$ cat src/rtl/fifo_wr_arb.sv
// Round-robin write-port arbiter: N producers share one sync FIFO write port, one burst at a time.
// Optional per-requester accepted-beat counters when FIFO_WR_ARB_STATS_EN is defined.
module fifo_wr_arb #(
    parameter int unsigned N         = 4,
    parameter int unsigned W         = 3,
    parameter int unsigned MAX_BURST = 4
) (
    input  logic                   clk,
    input  logic                   rst_n,
    input  logic [N-1:0]           req_valid,
    input  logic [N-1:0]           req_last,
    input  logic [N*W-1:0]         req_data,
    output logic [N-1:0]           req_ready,
    input  logic                   fifo_full,
    output logic                   fifo_wen,
    output logic [W-1:0]           fifo_din,
    output logic                   grant_valid,
`ifdef FIFO_WR_ARB_STATS_EN
    output logic [N*16-1:0]        beat_total,
`endif
    output logic [$clog2(N)-1:0]   grant_id
);

    localparam int unsigned IW = $clog2(N);
    localparam int unsigned CW = $clog2(MAX_BURST + 1);

    typedef enum logic {
        IDLE = 1'b0,
        BUSY = 1'b1
    } state_e;

    state_e          state_q, state_d;
    logic            gvalid_q, gvalid_d;
    logic [IW-1:0]   gid_q, gid_d;
    logic [CW-1:0]   cnt_q, cnt_d;
    logic [IW-1:0]   rr_ptr_q, rr_ptr_d;

    logic            win_found;
    logic [IW-1:0]   win_idx;
    logic [IW-1:0]   cand;
    int unsigned     arb_sum;

    logic            busy;
    logic            g_valid;
    logic            g_last;
    logic [W-1:0]    g_data;
    logic            beat;
    logic            burst_end;

    // Round-robin pick: first valid requester after rr_ptr, wrapping modulo N.
    always_comb begin
        win_found = 1'b0;
        win_idx   = '0;
        cand      = '0;
        arb_sum   = 0;
        for (int unsigned k = 1; k <= N; k++) begin
            arb_sum = 32'(rr_ptr_q) + k;
            cand    = IW'(arb_sum % N);
            if (!win_found && req_valid[cand]) begin
                win_found = 1'b1;
                win_idx   = cand;
            end
        end
    end

    // Owner-side view of the request bus and the beat/release conditions.
    always_comb begin
        busy      = (state_q == BUSY);
        g_valid   = req_valid[gid_q];
        g_last    = req_last[gid_q];
        g_data    = req_data[32'(gid_q)*W +: W];
        beat      = busy && g_valid && !fifo_full;
        burst_end = beat && (g_last || ((cnt_q + CW'(1)) == CW'(MAX_BURST)));
    end

    // Write-port drive is a zero-cycle path from the owner's request; idle bus reads as zero.
    always_comb begin
        req_ready = '0;
        fifo_wen  = 1'b0;
        fifo_din  = '0;
        if (busy && !fifo_full) begin
            req_ready = N'(1) << gid_q;
        end
        if (beat) begin
            fifo_wen = 1'b1;
            fifo_din = g_data;
        end
    end

    // Next-state: arbitrate in IDLE, count beats and release in BUSY.
    always_comb begin
        state_d  = state_q;
        gvalid_d = gvalid_q;
        gid_d    = gid_q;
        cnt_d    = cnt_q;
        rr_ptr_d = rr_ptr_q;
        unique case (state_q)
            IDLE: begin
                if (win_found) begin
                    state_d  = BUSY;
                    gvalid_d = 1'b1;
                    gid_d    = win_idx;
                    cnt_d    = '0;
                end
            end
            BUSY: begin
                if (beat) begin
                    cnt_d = cnt_q + CW'(1);
                end
                if (burst_end) begin
                    state_d  = IDLE;
                    gvalid_d = 1'b0;
                    rr_ptr_d = gid_q;
                    cnt_d    = '0;
                end
            end
            default: begin
                state_d  = IDLE;
                gvalid_d = 1'b0;
            end
        endcase
    end

    always_ff @(posedge clk) begin
        if (!rst_n) begin
            state_q  <= IDLE;
            gvalid_q <= 1'b0;
            gid_q    <= '0;
            cnt_q    <= '0;
            rr_ptr_q <= IW'(N - 1);
        end else begin
            state_q  <= state_d;
            gvalid_q <= gvalid_d;
            gid_q    <= gid_d;
            cnt_q    <= cnt_d;
            rr_ptr_q <= rr_ptr_d;
        end
    end

    assign grant_valid = gvalid_q;
    assign grant_id    = gid_q;

`ifdef FIFO_WR_ARB_STATS_EN
    logic [N*16-1:0] beat_total_q, beat_total_d;

    // Per-requester accepted-beat counters; 16-bit wrap is intentional.
    always_comb begin
        beat_total_d = beat_total_q;
        if (beat) begin
            beat_total_d[32'(gid_q)*16 +: 16] = beat_total_q[32'(gid_q)*16 +: 16] + 16'd1;
        end
    end

    always_ff @(posedge clk) begin
        if (!rst_n) begin
            beat_total_q <= '0;
        end else begin
            beat_total_q <= beat_total_d;
        end
    end

    assign beat_total = beat_total_q;
`endif

endmodule

$ cat config.mk
export PLATFORM = sky130hd
export DESIGN_NAME = fifo_wr_arb
export DESIGN_NICKNAME = d
export VERILOG_FILES = /design/src/rtl/fifo_wr_arb.sv
export SDC_FILE = /design/constraint.sdc
export NUM_CORES = 1
export LEC_CHECK = 0
export BUFFER_PORTS_ARGS = -buffer_cell sky130_fd_sc_hd__buf_2
export CAP_MARGIN = 20
export CORE_UTILIZATION = 44
export CTS_BUF_LIST = sky130_fd_sc_hd__clkbuf_4 sky130_fd_sc_hd__clkbuf_8 sky130_fd_sc_hd__clkbuf_16
export DETAILED_ROUTE_END_ITERATION = 10
export HOLD_SLACK_MARGIN = 0.03
export PLACE_DENSITY = 0.86
export SYNTH_ARGS = -nofsm -noshare
export SYNTH_HDL_FRONTEND = slang
export SYNTH_SLANG_ARGS = --single-unit
$ cat constraint.sdc
create_clock -name clk -period 2.4 [get_ports clk]
set_input_delay 0.6 -clock clk [delete_from_list [all_inputs] [get_ports clk]]
set_output_delay 0.6 -clock clk [all_outputs]
set_load 0.01 [all_outputs]
# Yosys cells after proc, flatten, opt, wreduce, memory -nomap -nowiden

Index checks and enable logic that the tools add are counted.
W data, S select, Z words.

Output and inout port bits: 11
RAM bits: 0
ROM bits: 0
Memories: 0
Logic and storage cells: 72
Latch bits: 0
Bits in registers: 9
Input port bits: 23

$lt $le $gt $ge: 5
$add $sub $neg: 5
Div/mod/pow operators: 0
Eq/ne operators: 4
$mul: 1
Shift-type cells: 2
Bitwise gates (word level): 1
Multiplexer cells: 33
Reduce and logical (&&, ||, !) cells: 16

Operators with widths:

| kind                  | count |
|---|---|
| $lt A2 B3 Y1 const B  | 5 |
| $mux W1               | 15 |
| $bmux W1 S2           | 6 |
| $mux W3               | 4 |
| $shiftx A12 B5 Y3     | 1 |
| $mux W2               | 4 |
| $reduce_and A2 Y1     | 4 |
| $logic_and A1 B1 Y1   | 7 |
| $pmux W3 S2           | 1 |
| $add A2 B1 Y2 const B | 2 |
| $add A2 B2 Y2 const B | 2 |
| $logic_not A1 Y1      | 4 |
| $mul A2 B2 Y4 const B | 1 |
| $mux W4               | 1 |
| $pmux W1 S2           | 2 |
| $shl A1 B2 Y4 const A | 1 |
| $add A3 B1 Y3 const B | 1 |
| $eq A3 B3 Y1 const B  | 1 |
| $ne A3 B1 Y1 const B  | 1 |
| $ne A2 B1 Y1 const B  | 1 |
| $ne A2 B2 Y1 const B  | 1 |
| $logic_or A1 B1 Y1    | 1 |
| $not A1 Y1            | 1 |

# Depth between registers and ports, before layout

Word-level depth: 15
Depth in mapped cells: 7
Mapped depth without buffers: 6

# Worst setup path before layout

No wires, ideal clock.

Path type: input port to output port
Start: input port fifo_full
End: output port fifo_din[0]
Buffers on the path: 0
Data required time: 1800 ps
Setup slack: 365 ps
Arrival time: 1435 ps
Cell stages on the path: 3
Cell sequence: or3b_4 > o22a_4 > and2b_2

Cells in the longest elaborated chain, start to end: 3

Ends and longest elaborated chain:

| item                | line | text |
|---|---|---|
| from (decl)         | 14   | `input logic fifo_full,` |
| $logic_not A1 Y1    | 72   | `beat = busy && g_valid && !fifo_full;` |
| $logic_and A1 B1 Y1 | 72   |  |
| $mux W3             | 84   | `if (beat) begin` |
| to (decl)           | 16   | `output logic [W-1:0] fifo_din,` |

Every way passes these cells.

# Final worst setup path

Start: register gid_q[1], in the netlist grant_id[1]
End: output port fifo_din[1]

Cells in the longest elaborated chain, start to end: 5
Elaborated cells between the ends (all ways): 7
Classes of those cells: mul: 1; shift: 1; mux: 3; reduce/logical: 2

Ends and longest elaborated chain:

| item                                                                  | line | text |
|---|---|---|
| from (decl)                                                           | 34   | `logic [IW-1:0] gid_q, gid_d;` |
| from (signal assigned)                                                | 134  | `gid_q <= gid_d;` |
| parallel branches: the longest is 4 deep, another holds $mul A2 B2 Y4 | -    |  |
| $mux W3 (*)                                                           | 84   |  |

Mark *: on every way between the ends. The select of a mux whose other input is x is not followed.

==> reports/results.tsv <==
metric	value	unit
status	finished clean	
required	1800	ps
clk_pin_slew	60	ps
antenna_cells	0	
yosysSeqAreaShare	0.257	
num_vias	713	
crit_chain	or3b_4 > o22a_4 > and2b_2 > buf_2	
fp.dieW	41.9	microns
maxSlewViolCount	0	
via_per_inst	5.61	
fin_setup_tns	0	ps
dp_hpwl	1280	microns
drive_above_1_share	0.423	
fin_worst_skew	3.62	ps
place_congestion	0.788	
fin_area	885	sq um
period_needed	2300	ps
antenna_found_initial	0	
synth.distinct_cells	27	
holdCritPathClass	register to register	
cts_tree	yes	
power.density	471	mW/mm^2
core	0.00151	sq mm
cts_hold_buf	0	
io_buffers	33	
final_antenna_net_count	0	
arrival	1700	ps
cts.sinks	9	
hold_viol	0	
syn_to_final_growth	26.0	%
cap_violations	0	
n_fill_cell	135	
synth_top_cell_by_area	dfxtp_1	
placed_area	852	sq um
cts_buffer_depth	2	
crit_path_start_kind	register	
worstPathMaxFanout	9	
syn_area	702	sq um
synth_top_area_share	0.257	
synthesis.nets	103	
grt.total_usage	0.192	
irDropWorstVdd	303	uV
fp.dieH	41.9	microns
tightest_slew	337	ps
critPathSlowestCell	or3b_4	
synth_area_leaders	dfxtp_1 (26%), mux4_1 (15%), nand2_1 (5.3%), buf_6 (4.8%), a21oi_1 (4.3%)	
grt_pass1_vias	631	
insertion_delay	260	ps
max_freq	0.435	GHz
endpoint_kind	primary output	
drt_iter0_markers	19	
grt_max_degree	12	
grt-ovfl-total	0	
crit_type	register to primary output	
post-route-period-util	0.958	
final_common_cell	buf_2	
total_power	417	uW
power_leakage	0.465	nW
wire_per_inst	12.7	microns
initial_core_util	0.466	
h-tree-depth	1	
cts_buffers	3	
max_stage_delay	450	ps
final-setup-viol-count	0	
ios	34	
syn_area_per_cell	9.00	sq um
rsz0062_at_grt	false	
maxSlewHeadroom	0.775	
rows	14	
final_cell_mix	buf_2 (33), nand2_1 (10), nor2_1 (7), dfxtp_1 (7)	
fp.dieArea	0.00176	sq mm
cts_setup_buffers	0	
drt-total-wl	1610	microns
yosys_warnings	0	
grt_pass1_wl	2550	microns
cts-root-buf	clkbuf_4	
nets	137	
ys_seq_elements	9	
syn_inst	78	
drc	0	
dr.pass1.iters	4	
final timing paths:
path / slack (ps) / to / startpoint / depth (start not counted)
max: 100 / fifo_din[1] / grant_id[1]$_SDFFE_PN0P_ / 4
min: 500 / cnt_q[1]$_SDFFE_PN0P_ / cnt_q[1]$_SDFFE_PN0P_ / 2
max reg2reg: 610 / busy$_SDFF_PN0_ / grant_id[1]$_SDFFE_PN0P_ / 5
min reg2reg: 500 / cnt_q[1]$_SDFFE_PN0P_ / cnt_q[1]$_SDFFE_PN0P_ / 2
power by group:
| group | switching (mW) | internal (mW) |
|---|---|---|
| Combinational | 0.0494 | 0.0608 |
| Clock | 0.0538 | 0.0754 |
| Sequential | 0.0167 | 0.160 |
| Total | 0.120 | 0.297 |
layout make-up:
class / count / area [sq um] / area share
Multi-Input combinational cell: 58 / 457 / 0.516
Sequential cell: 9 / 183 / 0.207
Timing Repair Buffer: 34 / 173 / 0.195
Clock buffer: 4 / 30.0 / 0.0339
Inverter: 6 / 22.5 / 0.0255
Tap cell: 16 / 20.0 / 0.0226
sequential cells by signal (all words and copies together), names as in the netlist:
register     count
busy             1
grant_valid      1
cnt_q            3
rr_ptr_q         2
grant_id         2
critical path: cells and delay by family (launching register included):
| family | cells | cell delay, ps |
|---|---|---|
| AOI/OAI and AO/OA | 1 | 250 |
| buffers and inverters | 1 | 120 |
| DFF | 1 | 410 |
| and+or+nand+nor | 2 | 660 |
cell families after synthesis:
family	synth area share
multiplexers	0.193
AO/OA/AOI/OAI	0.212
XOR/XNOR	0.0125
AND/OR/NAND/NOR	0.198
buffers and inverters	0.0927
adder cells (fa/ha/maj)	0.0356
flip-flops	0.257
cell usage after synthesis, drive strengths merged:
| cell type | count |
|---|---|
| nand2 | 10 |
| dfxtp | 9 |
| nor2 | 7 |
| a21oi | 6 |
| inv | 6 |
| buf | 4 |
| mux4 | 4 |
| o22ai | 4 |
| a21boi | 3 |
| and2b | 3 |
| mux2i | 3 |
| ha | 2 |
| nand3 | 2 |
| nand3b | 2 |
| o21ai | 2 |
| a211o | 1 |
| a21o | 1 |
| clkbuf | 1 |
| nor2b | 1 |
| o211ai | 1 |
| o221ai | 1 |
| o22a | 1 |
| o32ai | 1 |
| or2 | 1 |
| or3b | 1 |
| xor2 | 1 |
routing by layer:
metal,GRT usage,up-vias,part of all wire
met2,0.334,45,0.50
met1,0.201,314,0.40
met5,0,-,0
met4,0.129,0,0.024
li1,-,348,-
met3,0.0478,6,0.085
metrics by stage:
| stage | setup slack (ps) | util | std cells | hold slack (ps) |
|---|---|---|---|---|
| final | 100 | 0.587 | 127 | 496 |
| after global routing | 21.6 | 0.587 | 127 | 526 |
| after CTS | 42.1 | 0.586 | 127 | 498 |
| after detailed placement | 133 | 0.566 | 123 | 488 |
| after global placement | 162 | 0.566 | 123 | 478 |
| after floorplan | 365 | - | 78 | 467 |
what timing repair did:
action                     4_1_cts  5_1_grt
setup endpoints to repair        1        3
gates resized for setup          1        1
cloned                           0        0
Power figures use the tool's default switching activity.
